**config.mk**
```make
export PLATFORM = sky130hd
export DESIGN_NAME = conv_pool_sat_flat
export DESIGN_NICKNAME = d
export VERILOG_FILES = /design/src/rtl/conv_pool_sat_pkg.sv /design/src/rtl/conv_pool_sat_if.sv /design/src/rtl/conv_pool_sat_fifo.sv /design/src/rtl/conv_pool_sat.sv /design/src/flat_wrapper.sv
export SDC_FILE = /design/constraint.sdc
export NUM_CORES = 1
export LEC_CHECK = 0
export BUFFER_PORTS_ARGS = -buffer_cell sky130_fd_sc_hd__buf_2
export CAP_MARGIN = 10
export CORE_ASPECT_RATIO = 0.75
export CORE_UTILIZATION = 35
export DETAILED_ROUTE_END_ITERATION = 16
export PLACE_DENSITY = 0.54
export SETUP_SLACK_MARGIN = 0.4
export SLEW_MARGIN = 25
export SYNTH_ARGS = -nofsm -noshare
export SYNTH_HDL_FRONTEND = slang
export SYNTH_SLANG_ARGS = --single-unit
```
**constraint.sdc**
```tcl
create_clock -name clk -period 5.18 [get_ports clk]
set_clock_uncertainty 0.2 [all_clocks]
set_input_delay 0.259 -clock clk [delete_from_list [all_inputs] [get_ports clk]]
set_output_delay 0.259 -clock clk [all_outputs]
set_load 0.01 [all_outputs]
```
**src/rtl/conv_pool_sat_pkg.sv**
```systemverilog
// Shared types and saturation limits for the convolver max-pool stage.
package conv_pkg;
  localparam int Y_W = 21;
  localparam int Z_W = 8;
  localparam int Z_MIN = -128;
  localparam int Z_MAX = 127;

  typedef logic signed [Y_W-1:0] y_t;
  typedef logic signed [Z_W-1:0] z_t;

  function automatic z_t sat_z(input y_t v);
    if (v > y_t'(Z_MAX)) return z_t'(Z_MAX);
    if (v < y_t'(Z_MIN)) return z_t'(Z_MIN);
    return z_t'(v);
  endfunction
endpackage

```
**src/rtl/conv_pool_sat_if.sv**
```systemverilog
// Sample-in / result-out valid-ready bundle for conv_pool_sat.
interface conv_pool_sat_if;
  conv_pkg::y_t s_data_in_y;
  logic         s_valid_y;
  logic         s_ready_y;
  conv_pkg::z_t m_data_out_z;
  logic         m_valid_z;
  logic         m_ready_z;

  modport slave (
    input  s_data_in_y, s_valid_y, m_ready_z,
    output s_ready_y, m_data_out_z, m_valid_z
  );
  modport master (
    output s_data_in_y, s_valid_y, m_ready_z,
    input  s_ready_y, m_data_out_z, m_valid_z
  );
endinterface

```
**src/rtl/conv_pool_sat_fifo.sv**
```systemverilog
// Two-entry result FIFO; a push is ignored when full, a pop when empty.
module pool_out_fifo import conv_pkg::*; (
  input  logic clk,
  input  logic rst,
  input  logic push_i,
  input  z_t   din_i,
  input  logic pop_i,
  output z_t   dout_o,
  output logic full_o,
  output logic empty_o
);
  z_t         mem_q [2];
  logic       wp_q, rp_q;
  logic [1:0] cnt_q;
  logic       do_push, do_pop;

  assign full_o  = (cnt_q == 2'd2);
  assign empty_o = (cnt_q == 2'd0);
  assign do_push = push_i && !full_o;
  assign do_pop  = pop_i && !empty_o;
  assign dout_o  = mem_q[rp_q];

  always_ff @(posedge clk or posedge rst) begin
    if (rst) begin
      mem_q[0] <= '0;
      mem_q[1] <= '0;
      wp_q     <= 1'b0;
      rp_q     <= 1'b0;
      cnt_q    <= 2'd0;
    end else begin
      if (do_push) begin
        mem_q[wp_q] <= din_i;
        wp_q        <= !wp_q;
      end
      if (do_pop) rp_q <= !rp_q;
      cnt_q <= cnt_q + {1'b0, do_push} - {1'b0, do_pop};
    end
  end
endmodule

```
**src/rtl/conv_pool_sat.sv**
```systemverilog
// Max-pool over POOL-sample windows (truncated at frame end), shift, saturate to 8 bits.
// Define CONV_POOL_RELU_EN to clamp negative pooled maxima to zero.
module conv_pool_sat import conv_pkg::*; #(
  parameter int FRAME_LEN = 97,
  parameter int POOL      = 4,
  parameter int SHIFT     = 8
) (
  input logic            clk,
  input logic            reset,
  conv_pool_sat_if.slave bus
);
  localparam int FW = (FRAME_LEN > 1) ? $clog2(FRAME_LEN) : 1;

  logic [2:0]    win_q, win_d;
  logic [FW-1:0] frm_q, frm_d;
  y_t            max_q, max_d, cur_max, pooled;
  logic          rdy_q, full, empty, accept, close, frm_last, push;
  z_t            res;

  // rdy_q keeps s_ready_y low through reset and rises on the first edge after it
  assign bus.s_ready_y = rdy_q && !full;
  assign bus.m_valid_z = !empty;
  assign accept        = bus.s_valid_y && bus.s_ready_y;
  assign frm_last      = (frm_q == FW'(FRAME_LEN - 1));
  assign close         = (win_q == 3'(POOL - 1)) || frm_last;

  always_comb begin
    cur_max = bus.s_data_in_y;
    if (win_q != 3'd0 && max_q > bus.s_data_in_y) cur_max = max_q;
`ifdef CONV_POOL_RELU_EN
    pooled = cur_max[Y_W-1] ? '0 : cur_max;
`else
    pooled = cur_max;
`endif
    res = sat_z(pooled >>> SHIFT);
  end

  always_comb begin
    win_d = win_q;
    frm_d = frm_q;
    max_d = max_q;
    push  = 1'b0;
    if (accept) begin
      max_d = cur_max;
      push  = close;
      win_d = close ? 3'd0 : win_q + 3'd1;
      frm_d = frm_last ? '0 : frm_q + 1'b1;
    end
  end

  always_ff @(posedge clk or posedge reset) begin
    if (reset) begin
      win_q <= '0;
      frm_q <= '0;
      max_q <= '0;
      rdy_q <= 1'b0;
    end else begin
      win_q <= win_d;
      frm_q <= frm_d;
      max_q <= max_d;
      rdy_q <= 1'b1;
    end
  end

  pool_out_fifo u_fifo (
    .clk     (clk),
    .rst     (reset),
    .push_i  (push),
    .din_i   (res),
    .pop_i   (bus.m_valid_z && bus.m_ready_z),
    .dout_o  (bus.m_data_out_z),
    .full_o  (full),
    .empty_o (empty)
  );
endmodule
```
**src/flat_wrapper.sv**
```systemverilog
// flat-port wrapper written by rule: the top's interface ports become plain ports
module conv_pool_sat_flat import conv_pkg::*;
#(
  parameter int FRAME_LEN = 97,
  parameter int POOL      = 4,
  parameter int SHIFT     = 8
)
  (clk, reset, bus_s_data_in_y, bus_s_valid_y, bus_m_ready_z, bus_s_ready_y, bus_m_data_out_z, bus_m_valid_z);
  conv_pool_sat_if bus_i ();
  input logic clk;
  input logic reset;
  input wire logic [$bits(bus_i.s_data_in_y)-1:0] bus_s_data_in_y;
  input wire logic [$bits(bus_i.s_valid_y)-1:0] bus_s_valid_y;
  input wire logic [$bits(bus_i.m_ready_z)-1:0] bus_m_ready_z;
  output wire logic [$bits(bus_i.s_ready_y)-1:0] bus_s_ready_y;
  output wire logic [$bits(bus_i.m_data_out_z)-1:0] bus_m_data_out_z;
  output wire logic [$bits(bus_i.m_valid_z)-1:0] bus_m_valid_z;
  assign bus_i.s_data_in_y = bus_s_data_in_y;
  assign bus_i.s_valid_y = bus_s_valid_y;
  assign bus_i.m_ready_z = bus_m_ready_z;
  assign bus_s_ready_y = bus_i.s_ready_y;
  assign bus_m_data_out_z = bus_i.m_data_out_z;
  assign bus_m_valid_z = bus_i.m_valid_z;
  conv_pool_sat #(.FRAME_LEN(FRAME_LEN), .POOL(POOL), .SHIFT(SHIFT)) u_core (.clk(clk), .reset(reset), .bus(bus_i));
endmodule
```
Word-level counts from Yosys, hierarchy flattened
Index checks and enable logic that the tools add are counted.

Add/sub/neg operators: 4. Multiply operators: 0. Div/mod/pow operators: 0. Magnitude comparators: 6. Equal/unequal tests: 3. Shifts and indexed selects: 0. Muxes and demuxes: 17. Bitwise logic cells: 3. Reductions and logical operators: 15.

Operator list (number): $mux W8 (8); $gt A21 B21 Y1 (1); $mux W21 (1); $bwmux W16 (1); $gt A13 B8 Y1 const B (1); $lt A13 B8 Y1 const B (1); $demux W8 S1 (1); $add A7 B1 Y7 const B (1); $eq A7 B7 Y1 const B (1); $logic_and A1 B1 Y1 (7); $mux W7 (1); $ge A2 B2 Y1 const B (2); $logic_not A1 Y1 (4); $mux W1 (4); $not A1 Y2 (2); $add A3 B1 Y3 const B (1); $eq A3 B2 Y1 const B (1); $mux W3 (1); $reduce_bool A3 Y1 (1); $add A2 B1 Y2 (1); $eq A2 B2 Y1 const B (1); $logic_not A2 Y1 (1); $lt A2 B1 Y1 const B (1); $reduce_and A2 Y1 (1); 3 further kinds (3).

Register bits: 52. Bits in latches: 0. Bits in writable memories: 0. ROM bits: 0. Bits of input ports: 25. Output and inout port bits: 10. Word-level logic and storage cells: 58. Memories: 0.

Longest topological paths before layout
Depth after elaboration: 9. Gate-level depth with buffers: 12. Depth with buffers taken out: 12.

By module
A second synthesis with hierarchy kept.

Cells, all modules: 286. Area, all modules: 3195.6 um2.

By module, submodules not included: conv_pool_sat (times used 1, cells each 225, area an instance 2257.2 um2, sequential area each 800.8 um2); pool_out_fifo (times used 1, cells each 61, area an instance 938.4 um2, sequential area each 500.5 um2).

Worst setup path before layout
Ideal clock, no wire load.

Kind: flip-flop to flip-flop. Start: reg u_core.max_q[10]. End: reg u_core.max_q[0]. Library setup time: 0.125 ns. Arrival: 2.427 ns. Data required time: 4.855 ns. Slack: 2.428 ns. Stages on the path, launching flop included: 10. Buffers on the path: 1. Clock period less this slack: 2.752 ns. Path through: dfrtp_1 > ha_1 > a21oi_1 > o221ai_1 > a221o_2 > o41ai_4 > nor2_4 > nor2_4 > buf_6 > mux2_4.

Longest elaborated chain between the ends: 4.

RTL lines: from (decl) (line conv_pool_sat.sv:16) `y_t max_q, max_d, cur_max, pooled;`; from (signal assigned) (line conv_pool_sat.sv:60) `max_q <= max_d;`; $gt A21 B21 Y1 (line conv_pool_sat.sv:29) `if (win_q != 3'd0 && max_q > bus.s_data_in_y) cur_max = max_q;`; $logic_and A1 B1 Y1 (line conv_pool_sat.sv:29); $not A1 Y1 (no line); $reduce_and A2 Y1 (no line).

Every way passes these cells. A chain may end at the register's enable or synchronous reset.

Worst setup path after layout
Start: in bus_s_data_in_y[2]. End: reg u_core.max_q[6].

Longest elaborated chain between the ends: 4.

RTL lines: from (decl) (line flat_wrapper.sv:12) `input wire logic [$bits(bus_i.s_data_in_y)-1:0] bus_s_data_in_y;`; $gt A21 B21 Y1 (line conv_pool_sat.sv:29); $logic_and A1 B1 Y1 (line conv_pool_sat.sv:29); $not A1 Y1 (no line); $reduce_and A2 Y1 (no line).

Every way passes these cells.

==> metrics <==
status=complete, but fails checks; violations in the final reports=design-rule violations; synthesized area per cell=roughly 11 µm²; postcts setup bufs=0; DIE HEIGHT=83.9 µm; Setup TNS=0 ns; vias post-DR=between 2000 and 2500; first-pass detailed-route iteration total=10; Tot Pwr=roughly 2.1 mW; Core Footprint=approximately 8600 µm²; Remaining DRCs=4; vias in the first global route=between 2000 and 2500; Layout area overhead=13.9%; syn_nets=roughly 340; ys flop type=dfrtp_1; Slew Viols, Final=0; drt via density=just over 5; Seq/Total Area, Yosys=41.6%; Ports=35; Max Clk Rate=about 0.28 GHz; Post-DP Area=3370 µm²; pin count of the biggest net entering global routing=53; HPWL Detailed=4580 µm; clock root cell=clkbuf_16; DIE WIDTH=around 110 µm; Cells after Synth=290; Final GP Congestion=0.757; first-pass GRT wire length=11100 µm; final hold violation count=0; leakage power=~1.7 nW; CP startpoint kind=input pin; final setup vio count=0; post-route clock period utilization=roughly 69%; CTS tree=done; power density over the cells=between 500 and 600 nW/µm²; clk sinks=52; Slew HR=40.3%; Port Buf Inserts=34; wire per inst=between 10 and 15 µm; CTS resizes=0; Total Wirelength=6490 µm; initial antenna violation count=0; number of CTS-inserted buffers=5; GRT Util Overall=between 10% and 20%; Starting Density=between 30% and 40%; number of synthesized register bits=52; layout cells sized above 1=roughly a quarter; hold slack final=0.00300 ns; class of the worst hold path=in -> reg; finished layout cell area=roughly 3600 µm²; Synth async-reset ratio=100%; Worst setup EP type=flip-flop; unrepaired setup endpoints after global routing=no; Tmin final=3.58 ns; Critical Path Fanout Max=21; worst slack, placed=1.73 ns; Post-Syn Area=around 3100 µm²; clk buf depth=2; Worst-Margin Slew=just under 0.9 ns; die footprint=a little over 9000 µm²; clk_lat worst skew=about 0.30 ns; H-tree levels=2; VDD IR-drop max=between 0.2 and 0.25 mV; post-route setup slack=1.60 ns; Synth cell types=45; total grt overflow=0; Reg clk slew, reported paths=0.07 ns; Initial DRC Count=113; CP required=approximately 5.2 ns; Max Cap Violations=0; num rows=29; DRT antenna net count=0; CP Data Arrival Time=3.56 ns; number of synthesis warnings=0; Post-synth EDFFs=0; worst setup path class=in -> reg; Layout fillers=849; Final nets=between 300 and 400; diodes inserted=0
-- final timing paths --
kind / start / to / slack (ns) / cells past startpoint
setup / recovery: bus_s_data_in_y[2] / u_core.max_q[6]$_DFFE_PP0P_ / 1.60 / 11
hold / removal: bus_s_data_in_y[7] / u_core.max_q[7]$_DFFE_PP0P_ / 0.003 / 2
setup reg to reg: u_core.max_q[11]$_DFFE_PP0P_ / u_core.max_q[6]$_DFFE_PP0P_ / 1.71 / 8
hold reg to reg: u_core.u_fifo.wp_q$_DFFE_PP0P_ / u_core.u_fifo.wp_q$_DFFE_PP0P_ / 0.29 / 1
max in group asynchronous: reset / u_core.max_q[16]$_DFFE_PP0P_ / 3.85 / 4
min in group asynchronous: reset / u_core.frm_q[4]$_DFFE_PP0P_ / 0.48 / 4
-- worst max-delay path, cell delays in order --
cell	delay [ns]
dlygate4sd3_1	0.52
buf_2	0.11
inv_1	0.04
ha_1	0.31
a21oi_1	0.16
a21oi_1	0.09
o311a_2	0.42
o41ai_4	0.41
nor2_4	0.13
nor2_4	0.70
mux2_2	0.41
-- flip-flops by register name (all words and copies together), names as in the netlist --
name and flops:
u_core.u_fifo.cnt_q 2, u_core.win_q 3, u_core.u_fifo.mem_q 16, u_core.frm_q 7
u_core.rdy_q 1, u_core.u_fifo.wp_q 1, u_core.max_q 21, u_core.u_fifo.rp_q 1
-- where the power goes --
| group | internal, mW | switching, mW | leakage, nW |
|---|---|---|---|
| clock | 0.230 | 0.157 | 0.0815 |
| combinational | 0.477 | 0.517 | 0.993 |
| sequential | 0.599 | 0.157 | 0.641 |
-- metrics by stage --
stage / std cells / util, %
CTS: 433 / 41.5
global route: 434 / 41.6
finish: 434 / 41.6
floorplan: 290 / -
detailed placement: 424 / 39.4
global placement: 424 / 39.4
-- final cells by class --
class | instances | area, µm² | share of cell area, %
repair buffers | 38 | 205 | 5.76
well taps | 108 | 135 | 3.79
inverters | 33 | 124 | 3.48
flip-flops and latches | 52 | 1300 | 36.5
clock inverters | 2 | 38.8 | 1.09
multi-input cells | 195 | 1630 | 45.7
clock buffers | 6 | 129 | 3.62
-- layer usage --
layer | GRT usage, % | part of all wire, % | wire [µm]
met1 | 21.9 | 53 | 3450
met2 | 22.4 | 42 | 2720
met3 | 4.79 | 4.1 | 265
met4 | 2.95 | 0.82 | 53
met5 | 0 | 0 | 0
-- cells by family after synthesis --
group / count (synthesis) / share of synthesized area (%)
AO/OA/AOI/OAI: 59 / 12.9
other: 1 / 0.120
multiplexers: 30 / 13.2
adder cells (fa/ha/maj): 28 / 11.2
XOR/XNOR: 6 / 1.68
buffers and inverters: 43 / 6.28
AND/OR/NAND/NOR: 71 / 13.0
flip-flops: 52 / 41.6
-- placed cells by master, fill, tap and decap left out, types with 4 or more instances in the layout --
cell type / count
mux2_4: 20
nand2_1: 12
a32oi_1: 7
nand3_1: 6
xnor2_1: 4
o21ai_0: 9
mux2_2: 9
nor3_1: 4
dfrtp_1: 52
o31ai_1: 4
nor2b_1: 4
ha_1: 28
and2_1: 5
buf_2: 34
a31oi_1: 16
nor2_1: 21
clkbuf_16: 5
inv_1: 32
nand4_1: 4
a21oi_1: 13
-- synthesized netlist by cell type, types with 2 or more instances --
cell,number,share of area [%]
dfrtp_1,52,42
inv_1,33,4.0
ha_1,28,11
nor2_1,21,2.5
mux2_4,20,9.6
a31oi_1,16,3.2
a21oi_1,13,2.1
nand2_1,12,1.4
mux2_2,9,3.2
o21ai_0,9,1.4
a32oi_1,7,2.0
nand3_1,6,0.96
and2_1,5,1.0
clkbuf_1,5,0.60
nand4_1,4,0.80
nor2b_1,4,0.80
nor3_1,4,0.64
o31ai_1,4,0.96
xnor2_1,4,1.1
buf_6,3,1.1
a21o_1,2,0.48
and3_1,2,0.40
nand4b_1,2,0.56
nor2_4,2,0.72
o21a_1,2,0.48
xor2_1,2,0.56
-- what timing repair did --
action | CTS | global route
setup endpoints to repair | 0 | 0
hold endpoints to repair | 52 | 1
hold buffers | 1 | 1
(Power assumes the default switching activity.)
